## src/rtl/pcie_msg_transmitter.sv

```systemverilog
// Message transmitter: reads a payload from SRAM and sends it as SG or S/M/L AXI write bursts.
// Optional macro PCIE_MSG_TX_BRESP_RETRY_EN: re-send a fragment once on a non-OKAY B response.
module pcie_msg_transmitter #(
  parameter int unsigned MAX_PAYLOAD_BEATS = 15
) (
  input  logic         clk,
  input  logic         rst_n,
  input  logic         msg_start,
  input  logic [119:0] msg_tlp,
  input  logic [3:0]   msg_tag,
  input  logic [11:0]  msg_length,
  input  logic [9:0]   msg_sram_addr,
  input  logic [63:0]  msg_axi_addr,
  output logic         msg_busy,
  output logic         msg_done,
  output logic         msg_error,
  output logic         sram_ren,
  output logic [9:0]   sram_raddr,
  input  logic [255:0] sram_rdata,
  output logic         axi_awvalid,
  output logic [63:0]  axi_awaddr,
  output logic [11:0]  axi_awlen,
  output logic [2:0]   axi_awsize,
  output logic [1:0]   axi_awburst,
  input  logic         axi_awready,
  output logic         axi_wvalid,
  output logic [255:0] axi_wdata,
  output logic [31:0]  axi_wstrb,
  output logic         axi_wlast,
  input  logic         axi_wready,
  input  logic         axi_bvalid,
  input  logic [1:0]   axi_bresp,
  output logic         axi_bready
);

  localparam logic [11:0] MaxBeats = 12'(MAX_PAYLOAD_BEATS);

  typedef enum logic [2:0] {
    StIdle, StAw, StWHdr, StRd, StRdWait, StWData, StB, StDone
  } state_e;

  state_e         state_q, state_d;
  logic [119:0]   tlp_q, tlp_d;
  logic [3:0]     tag_q, tag_d;
  logic [11:0]    rem_q, rem_d;
  logic [9:0]     cur_addr_q, cur_addr_d;
  logic [9:0]     frag_addr_q, frag_addr_d;
  logic [1:0]     sn_q, sn_d;
  logic           first_q, first_d;
  logic [1:0]     frag_type_q, frag_type_d;
  logic [3:0]     frag_beats_q, frag_beats_d;
  logic [3:0]     beat_cnt_q, beat_cnt_d;
  logic           busy_q, busy_d;
  logic           done_q, done_d;
  logic           error_q, error_d;
  logic           ren_q, ren_d;
  logic [9:0]     raddr_q, raddr_d;
  logic           awvalid_q, awvalid_d;
  logic [63:0]    awaddr_q, awaddr_d;
  logic [11:0]    awlen_q, awlen_d;
  logic           wvalid_q, wvalid_d;
  logic [255:0]   wdata_q, wdata_d;
  logic           wlast_q, wlast_d;
  logic           bready_q, bready_d;
`ifdef PCIE_MSG_TX_BRESP_RETRY_EN
  logic           retry_q, retry_d;
`endif

  logic        more;
  logic [11:0] frag_len;
  assign more     = rem_q > MaxBeats;
  assign frag_len = more ? MaxBeats : rem_q;

  always_comb begin
    state_d      = state_q;
    tlp_d        = tlp_q;
    tag_d        = tag_q;
    rem_d        = rem_q;
    cur_addr_d   = cur_addr_q;
    frag_addr_d  = frag_addr_q;
    sn_d         = sn_q;
    first_d      = first_q;
    frag_type_d  = frag_type_q;
    frag_beats_d = frag_beats_q;
    beat_cnt_d   = beat_cnt_q;
    busy_d       = busy_q;
    done_d       = 1'b0;
    error_d      = 1'b0;
    ren_d        = 1'b0;
    raddr_d      = raddr_q;
    awvalid_d    = awvalid_q;
    awaddr_d     = awaddr_q;
    awlen_d      = awlen_q;
    wvalid_d     = wvalid_q;
    wdata_d      = wdata_q;
    wlast_d      = wlast_q;
    bready_d     = bready_q;
`ifdef PCIE_MSG_TX_BRESP_RETRY_EN
    retry_d      = retry_q;
`endif
    unique case (state_q)
      StIdle: begin
        if (msg_start) begin
          if (msg_length == 12'd0 || msg_tag == 4'hF) begin
            error_d = 1'b1;
          end else begin
            tlp_d       = msg_tlp;
            tag_d       = msg_tag;
            rem_d       = msg_length;
            cur_addr_d  = msg_sram_addr;
            frag_addr_d = msg_sram_addr;
            awaddr_d    = msg_axi_addr;
            sn_d        = 2'd0;
            first_d     = 1'b1;
            busy_d      = 1'b1;
            state_d     = StAw;
`ifdef PCIE_MSG_TX_BRESP_RETRY_EN
            retry_d     = 1'b0;
`endif
          end
        end
      end
      StAw: begin
        if (!awvalid_q) begin
          // Type encodes {first fragment, fits in one fragment}: S=10 SG=11 M=00 L=01.
          awvalid_d    = 1'b1;
          awlen_d      = frag_len;
          frag_beats_d = frag_len[3:0];
          frag_type_d  = {first_q, !more};
        end else if (axi_awready) begin
          awvalid_d = 1'b0;
          wvalid_d  = 1'b1;
          wdata_d   = {128'b0, frag_type_q, sn_q, tag_q, tlp_q};
          wlast_d   = 1'b0;
          state_d   = StWHdr;
        end
      end
      StWHdr: begin
        if (axi_wready) begin
          wvalid_d   = 1'b0;
          ren_d      = 1'b1;
          raddr_d    = cur_addr_q;
          beat_cnt_d = 4'd0;
          state_d    = StRd;
        end
      end
      StRd: state_d = StRdWait;
      StRdWait: begin
        wvalid_d   = 1'b1;
        wdata_d    = sram_rdata;
        wlast_d    = (beat_cnt_q == frag_beats_q - 4'd1);
        cur_addr_d = cur_addr_q + 10'd1;
        state_d    = StWData;
      end
      StWData: begin
        if (axi_wready) begin
          wvalid_d = 1'b0;
          wlast_d  = 1'b0;
          if (wlast_q) begin
            bready_d = 1'b1;
            state_d  = StB;
          end else begin
            beat_cnt_d = beat_cnt_q + 4'd1;
            ren_d      = 1'b1;
            raddr_d    = cur_addr_q;
            state_d    = StRd;
          end
        end
      end
      StB: begin
        if (axi_bvalid && bready_q) begin
          bready_d = 1'b0;
          if (axi_bresp == 2'b00) begin
            sn_d        = sn_q + 2'd1;
            first_d     = 1'b0;
            rem_d       = rem_q - {8'b0, frag_beats_q};
            frag_addr_d = cur_addr_q;
`ifdef PCIE_MSG_TX_BRESP_RETRY_EN
            retry_d     = 1'b0;
`endif
            if (frag_type_q[0]) begin
              done_d  = 1'b1;
              state_d = StDone;
            end else begin
              state_d = StAw;
            end
          end else begin
`ifdef PCIE_MSG_TX_BRESP_RETRY_EN
            // Rewind to the fragment start; rem/SN/first are untouched so the header repeats.
            if (!retry_q) begin
              retry_d    = 1'b1;
              cur_addr_d = frag_addr_q;
              state_d    = StAw;
            end else begin
              error_d = 1'b1;
              busy_d  = 1'b0;
              state_d = StIdle;
            end
`else
            error_d = 1'b1;
            busy_d  = 1'b0;
            state_d = StIdle;
`endif
          end
        end
      end
      StDone: begin
        busy_d  = 1'b0;
        state_d = StIdle;
      end
    endcase
  end

  always_ff @(posedge clk or negedge rst_n) begin
    if (!rst_n) begin
      state_q      <= StIdle;
      tlp_q        <= '0;
      tag_q        <= '0;
      rem_q        <= '0;
      cur_addr_q   <= '0;
      frag_addr_q  <= '0;
      sn_q         <= '0;
      first_q      <= 1'b0;
      frag_type_q  <= '0;
      frag_beats_q <= '0;
      beat_cnt_q   <= '0;
      busy_q       <= 1'b0;
      done_q       <= 1'b0;
      error_q      <= 1'b0;
      ren_q        <= 1'b0;
      raddr_q      <= '0;
      awvalid_q    <= 1'b0;
      awaddr_q     <= '0;
      awlen_q      <= '0;
      wvalid_q     <= 1'b0;
      wdata_q      <= '0;
      wlast_q      <= 1'b0;
      bready_q     <= 1'b0;
`ifdef PCIE_MSG_TX_BRESP_RETRY_EN
      retry_q      <= 1'b0;
`endif
    end else begin
      state_q      <= state_d;
      tlp_q        <= tlp_d;
      tag_q        <= tag_d;
      rem_q        <= rem_d;
      cur_addr_q   <= cur_addr_d;
      frag_addr_q  <= frag_addr_d;
      sn_q         <= sn_d;
      first_q      <= first_d;
      frag_type_q  <= frag_type_d;
      frag_beats_q <= frag_beats_d;
      beat_cnt_q   <= beat_cnt_d;
      busy_q       <= busy_d;
      done_q       <= done_d;
      error_q      <= error_d;
      ren_q        <= ren_d;
      raddr_q      <= raddr_d;
      awvalid_q    <= awvalid_d;
      awaddr_q     <= awaddr_d;
      awlen_q      <= awlen_d;
      wvalid_q     <= wvalid_d;
      wdata_q      <= wdata_d;
      wlast_q      <= wlast_d;
      bready_q     <= bready_d;
`ifdef PCIE_MSG_TX_BRESP_RETRY_EN
      retry_q      <= retry_d;
`endif
    end
  end

  assign msg_busy    = busy_q;
  assign msg_done    = done_q;
  assign msg_error   = error_q;
  assign sram_ren    = ren_q;
  assign sram_raddr  = raddr_q;
  assign axi_awvalid = awvalid_q;
  assign axi_awaddr  = awaddr_q;
  assign axi_awlen   = awlen_q;
  assign axi_awsize  = 3'b101;
  assign axi_awburst = 2'b01;
  assign axi_wvalid  = wvalid_q;
  assign axi_wdata   = wdata_q;
  assign axi_wstrb   = '1;
  assign axi_wlast   = wlast_q;
  assign axi_bready  = bready_q;

endmodule

```

## config.mk

```make
export PLATFORM = sky130hd
export DESIGN_NAME = pcie_msg_transmitter
export DESIGN_NICKNAME = d
export VERILOG_FILES = /design/src/rtl/pcie_msg_transmitter.sv
export SDC_FILE = /design/constraint.sdc
export NUM_CORES = 1
export LEC_CHECK = 0
export ABC_AREA = 1
export ABC_CLOCK_PERIOD_IN_PS = 2500
export BUFFER_PORTS_ARGS = -buffer_cell sky130_fd_sc_hd__clkbuf_2
export CORE_AREA = 4 4 335 337
export CTS_BUF_LIST = sky130_fd_sc_hd__clkbuf_8
export CTS_CLUSTER_DIAMETER = 200
export DETAILED_ROUTE_END_ITERATION = 16
export DIE_AREA = 0 0 339 341
export GPL_ROUTABILITY_DRIVEN = 1
export SYNTH_ARGS = -nofsm -noshare
export SYNTH_HDL_FRONTEND = slang
export SYNTH_SLANG_ARGS = --single-unit
export TNS_END_PERCENT = 5
```

## constraint.sdc

```tcl
create_clock -name clk -period 2.5 [get_ports clk]
set_input_delay 0.5 -clock clk [delete_from_list [all_inputs] [get_ports clk]]
set_output_delay 0.5 -clock clk [all_outputs]
set_load 0.005 [all_outputs]
```

Word level (Yosys, flattened, before mapping)
Cells that the tools add are included.

Input bits: 474. Flip-flop bits (word level): 512. Word-level logic and storage cells: 147. Output and inout port bits: 387.

Bitwise gates (word level): 2. Eq/ne operators: 21. Reductions and logical operators: 26. $lt $le $gt $ge: 1. $add $sub $neg: 5. Multiplexer cells: 70.

Operator list (number): 256-bit two-way mux (2); 256-bit one-hot mux with 2 select lines (1); 12-bit two-way mux (5); 10-bit two-way mux (5); 10-bit one-hot mux with 2 select lines (2); 3-bit two-way mux (10); 1-bit two-way mux (27); 12-bit one-hot mux with 2 select lines (1); 3-bit one-hot mux with 8 select lines (1); 2-bit inequality test (second input constant) (11); 4-bit AND reduction (4); 3-bit == test (second input constant) (4); 12-bit by 4-bit greater-than comparator with 1-bit output (second input constant) (1); 12-bit logical NOT (1); 4-bit two-way mux (3); 12-bit by 4-bit subtractor with 12-bit output (1); 10-bit by 1-bit adder with 10-bit output (second input constant) (1); 5-bit AND reduction (2); 2-bit nonzero test (5); 1-bit one-hot mux with 3 select lines (3); 3-bit AND reduction (3); 3-bit nonzero test (3); 2-bit two-way mux (4); 1-bit one-hot mux with 2 select lines (4); other kinds (19) (21).

Depth between registers and ports, before layout
Depth after elaboration: 5. Mapped depth: 13. Depth with buffers taken out: 13.

Least setup slack after synthesis
Ideal clock, no wire load.

Path kind: register -> register. From: register frag_beats_q[0]. To: register rem_q[6]. Setup time: 0.116 ns. Data arrival time: 1.743 ns. Path buffers: 0. Period minus slack after synthesis: 1.860 ns. Required time: 2.384 ns. Slack: 0.640 ns. Cell stages (with the launch flop): 12. Cells stage by stage: dfrtp_1 -> ha_1 -> inv_1 -> fa_1 -> a21oi_1 -> nand2_1 -> nand2_1 -> nand2_1 -> nand2_1 -> nand2_1 -> nand2_1 -> nand2_1.

Word-level cells in the longest chain between the ends: 4.

RTL lines: start: declaration (RTL line 51) `logic [3:0] frag_beats_q, frag_beats_d;`; start signal: assignment (RTL line 252) `frag_beats_q <= frag_beats_d;`; 12-bit by 4-bit subtractor with 12-bit output (RTL line 176) `rem_d = rem_q - {8'b0, frag_beats_q};`; 12-bit two-way mux (RTL line 173) `if (axi_bresp == 2'b00) begin`; 12-bit two-way mux (RTL line 171) `if (axi_bvalid && bready_q) begin`; 12-bit one-hot mux with 2 select lines (RTL line 101) `unique case (state_q)`; end signal: assignment (RTL line 246) `rem_q <= rem_d;`; end: declaration (RTL line 45) `logic [11:0] rem_q, rem_d;`.

Every way passes these cells. The select of a mux whose other input is x is not followed. A chain may end at the register's enable or synchronous reset.

Worst setup path in the final report
From: register state_q[1]. To: register wdata_q[21], in the netlist axi_wdata[21].

Word-level cells in the longest chain between the ends: 3.

RTL lines: start: declaration (RTL line 42) `state_e state_q, state_d;`; start signal: assignment (RTL line 216) `state_q <= StIdle;`; start signal: assignment (RTL line 243) `state_q <= state_d;`; 3-bit by 1-bit == test with 1-bit output / 3-bit == test (equally long branches) (RTL line 101); 2-bit inequality test (no line) / 2-bit nonzero test (equally long branches); 3-bit AND reduction (no line); end signal: assignment (RTL line 263) `wdata_q <= wdata_d;`; end: declaration (RTL line 62) `logic [255:0] wdata_q, wdata_d;`.

Parallel ways exist; a longest one is shown, timed or not.

==> impl_metrics.json <==
{
  "clockBufferDepth": 3,
  "die_w_um": 339,
  "p_per_area_nw_per_um2": 1070,
  "fp-row-count": 121,
  "drt_iter0_drc": 1113,
  "grt_first_pass_wirelength_um": 133000,
  "dieArea_um2": 116000,
  "relSlewSlack_pct": 39.2,
  "hp-class": "in2reg",
  "ios": 861,
  "dieHeight_um": 341,
  "clock-sinks": 508,
  "route.detailed.drc": 0,
  "worstPathArrival_ns": 2.77,
  "place_congestion": 0.865,
  "startpoint_type": "flop",
  "vdd_drop_max_mv": 0.562,
  "fmax_ghz": 0.452,
  "clock_latency_ns": 0.74,
  "status": "finished, final reports clean",
  "synth_top_family_by_area": "simple AND/OR/NAND/NOR gates",
  "grt_overflow": 0,
  "hold_ws_ns": 0.0825,
  "power.leakage_nw": 18.3,
  "path_class": "reg2reg",
  "post_cts_buffers": 0,
  "grt_usage_pct": 14.8,
  "ys_warn_count": 0,
  "cp.required_ns": 3.06,
  "netlist_instances": 2570,
  "synth_flop_cell": "dfrtp_1",
  "totalWireLength_um": 88900,
  "core_um2": 109000,
  "crit_fanout": 145,
  "vias": 21300,
  "synth_xor_area_share_pct": 0.423,
  "nets": 4240,
  "synth-compound-area-share_pct": 13.2,
  "hold_viol": 0,
  "h-tree-depth": 3,
  "routed_via_density": 4.05,
  "seq_area_frac_synth_pct": 55.9,
  "antenna_found_initial": 30,
  "synth.cell_area_um2": 22800,
  "synthSimpleGateAreaFrac_pct": 20.3,
  "portBuffers": 823,
  "drive_above_1_share_pct": 34.2,
  "grt_pass1_vias": 21800,
  "finalCritPeriodShare_pct": 88.5,
  "fin_tns_setup_ns": 0,
  "drv_cap": 0,
  "drtPass1Iterations": 7,
  "grt_max_degree": 171,
  "ys_ff_latch": 508,
  "detail-route-antenna-nets": 0,
  "synth.area.mux_share_pct": 0,
  "start_util_pct": 20.9,
  "cts_tree": "yes",
  "hpwl_um": 65700,
  "skew_ns": 0.0699,
  "cts_root_buffer": "clkbuf_8",
  "fin_crit_ns": 2.21,
  "setup_viol": 0,
  "synth_edf_count": 0,
  "area_growth_pct": 48.5,
  "rsz0062_at_grt": "false",
  "worstMarginPinSlew_ns": 0.912,
  "crit_path_end_kind": "flop",
  "ys_types": 39,
  "cts_made_buffers": 93,
  "path_clk_slew_ns": 0.06,
  "async_reset_ff_share_pct": 100,
  "syn_area_per_cell_um2": 8.85,
  "synth_fa_ha_area_share_pct": 0.473,
  "wire_per_inst_um": 16.9,
  "fillers": 11300,
  "slew_viol_final": 0
}
-- final timing paths --
check	startpoint	to	slack [ns]	depth (start not counted)
worst max-delay path	state_q[1]	axi_wdata[21]	0.29	5
worst min-delay path	sram_rdata[191]	axi_wdata[191]	0.08	3
worst max register to register	state_q[1]	axi_wdata[21]	0.29	5
worst min register to register	axi_wdata[166]	axi_wdata[166]	0.47	2
max in group asynchronous	rst_n	axi_awaddr[1]	1.33	4
min in group asynchronous	rst_n	sram_raddr[3]	0.28	2
-- stage by stage --
stage / total power, mW / cell area, um2 / utilization [%] / setup slack (ns) / cells
final: 36.2 / 33800 / 31.0 / 0.288 / 5264
after global routing: 39.1 / 33800 / 31.0 / 0.166 / 5256
after CTS: 36.6 / 33700 / 31.0 / 0.305 / 5242
after detailed placement: 27.5 / 28300 / 26.0 / 0.249 / 4734
after global placement: 27.2 / 28300 / 26.0 / 0.246 / 4734
after floorplan: 21.9 / 22900 / - / 0.640 / 2605
-- flip-flops by register name, summed over array words and instances, names as in the netlist, 2 cells and up --
name / cells
axi_awaddr: 64
axi_awlen: 9
axi_wdata: 256
beat_cnt_q: 4
cur_addr_q: 10
frag_beats_q: 3
frag_type_q: 2
rem_q: 12
sn_q: 2
sram_raddr: 10
state_q: 3
tag_q: 4
tlp_q: 120
-- logic make-up after synthesis --
kind of cell | after synthesis
compound gates | 499
buf+inv | 436
fa+ha+maj | 8
other cells | 2
xor+xnor | 11
simple gates | 1106
flops | 508
-- final cells by class --
type | count | area (um2) | area share [%]
Antenna cell | 22 | 55.1 | 0.163
Clock buffer | 114 | 1570 | 4.64
Clock inverter | 51 | 399 | 1.18
Inverter | 260 | 996 | 2.95
Multi-Input combinational cell | 1661 | 7980 | 23.6
Sequential cell | 508 | 12700 | 37.6
Tap cell | 1414 | 1770 | 5.24
Timing Repair Buffer | 1234 | 8310 | 24.6
-- per-layer routing --
layer / up-vias / part of all wire [%] / global-route usage (%)
met5: - / 0.015 / 0
met2: 808 / 49 / 25.3
li1: 10400 / - / -
met4: 2 / 3.3 / 5.78
met3: 153 / 7.8 / 4.69
met1: 9975 / 40 / 17.4
-- report_power, final --
part	total (mW)	internal [mW]	switching [mW]	leakage, nW
clock network	8.44	4.60	3.84	1.12
registers	13.8	11.7	2.14	6.45
logic	13.9	6.02	7.89	10.7
-- cells in the final DEF (no fill, tap or decap), types with 2 or more instances in the layout --
| cell type | instances |
|---|---|
| bufinv_16 | 4 |
| nor2_2 | 3 |
| diode_2 | 22 |
| clkinv_2 | 9 |
| o21ai_1 | 157 |
| a21oi_1 | 8 |
| nand3_1 | 33 |
| inv_16 | 2 |
| nand3_2 | 2 |
| buf_4 | 49 |
| xnor2_1 | 8 |
| o22a_1 | 4 |
| buf_12 | 19 |
| xor2_1 | 3 |
| dfrtp_1 | 508 |
| conb_1 | 37 |
| o21ai_2 | 130 |
| nor2_4 | 3 |
| inv_12 | 4 |
| clkbuf_2 | 822 |
| ha_1 | 7 |
| nor2_1 | 41 |
| inv_1 | 280 |
| clkbuf_8 | 114 |
| or2_2 | 128 |
| nand2_1 | 879 |
| o21ai_0 | 193 |
| dlygate4sd3_1 | 343 |
| nand4_1 | 6 |
| o22ai_1 | 2 |
| nor3_1 | 4 |
| nand3b_1 | 2 |
| inv_2 | 8 |
-- worst max-delay path, cell delays in order (launching register included) --
cell	delay, ns
dfrtp_1	0.49
nor2_4	0.21
nand2_4	0.10
buf_12	0.25
o21ai_0	0.55
o21ai_0	0.15
-- synth_stat cells (2+ instances only) --
library cell | count | area [um2]
conb_1 | 2 | 7.51
o21ai_2 | 130 | 1140
nand3_1 | 33 | 165
nand2_1 | 880 | 3300
nor2_1 | 41 | 154
nor2_4 | 3 | 33.8
nand3b_1 | 2 | 15.0
o22a_1 | 4 | 35.0
buf_6 | 40 | 450
xnor2_1 | 8 | 70.1
dfrtp_1 | 508 | 12700
a21oi_1 | 9 | 45.0
nor2_2 | 3 | 18.8
buf_4 | 61 | 458
o21ai_1 | 157 | 786
buf_1 | 4 | 15.0
or2_2 | 128 | 801
ha_1 | 7 | 87.6
inv_2 | 9 | 33.8
o21ai_0 | 193 | 966
o22ai_1 | 2 | 12.5
nor3_1 | 4 | 20.0
buf_2 | 27 | 135
nand4_1 | 6 | 37.5
clkbuf_1 | 43 | 161
xor2_1 | 3 | 26.3
nand3_2 | 2 | 20.0
inv_1 | 250 | 938
-- what timing repair did --
| item | in CTS | in global routing |
|---|---|---|
| gates resized for setup | 0 | 0 |
| hold endpoints to repair | 465 | 0 |
| hold buffers | 343 | 0 |
Note: power is estimated with default switching activity, not from simulation.
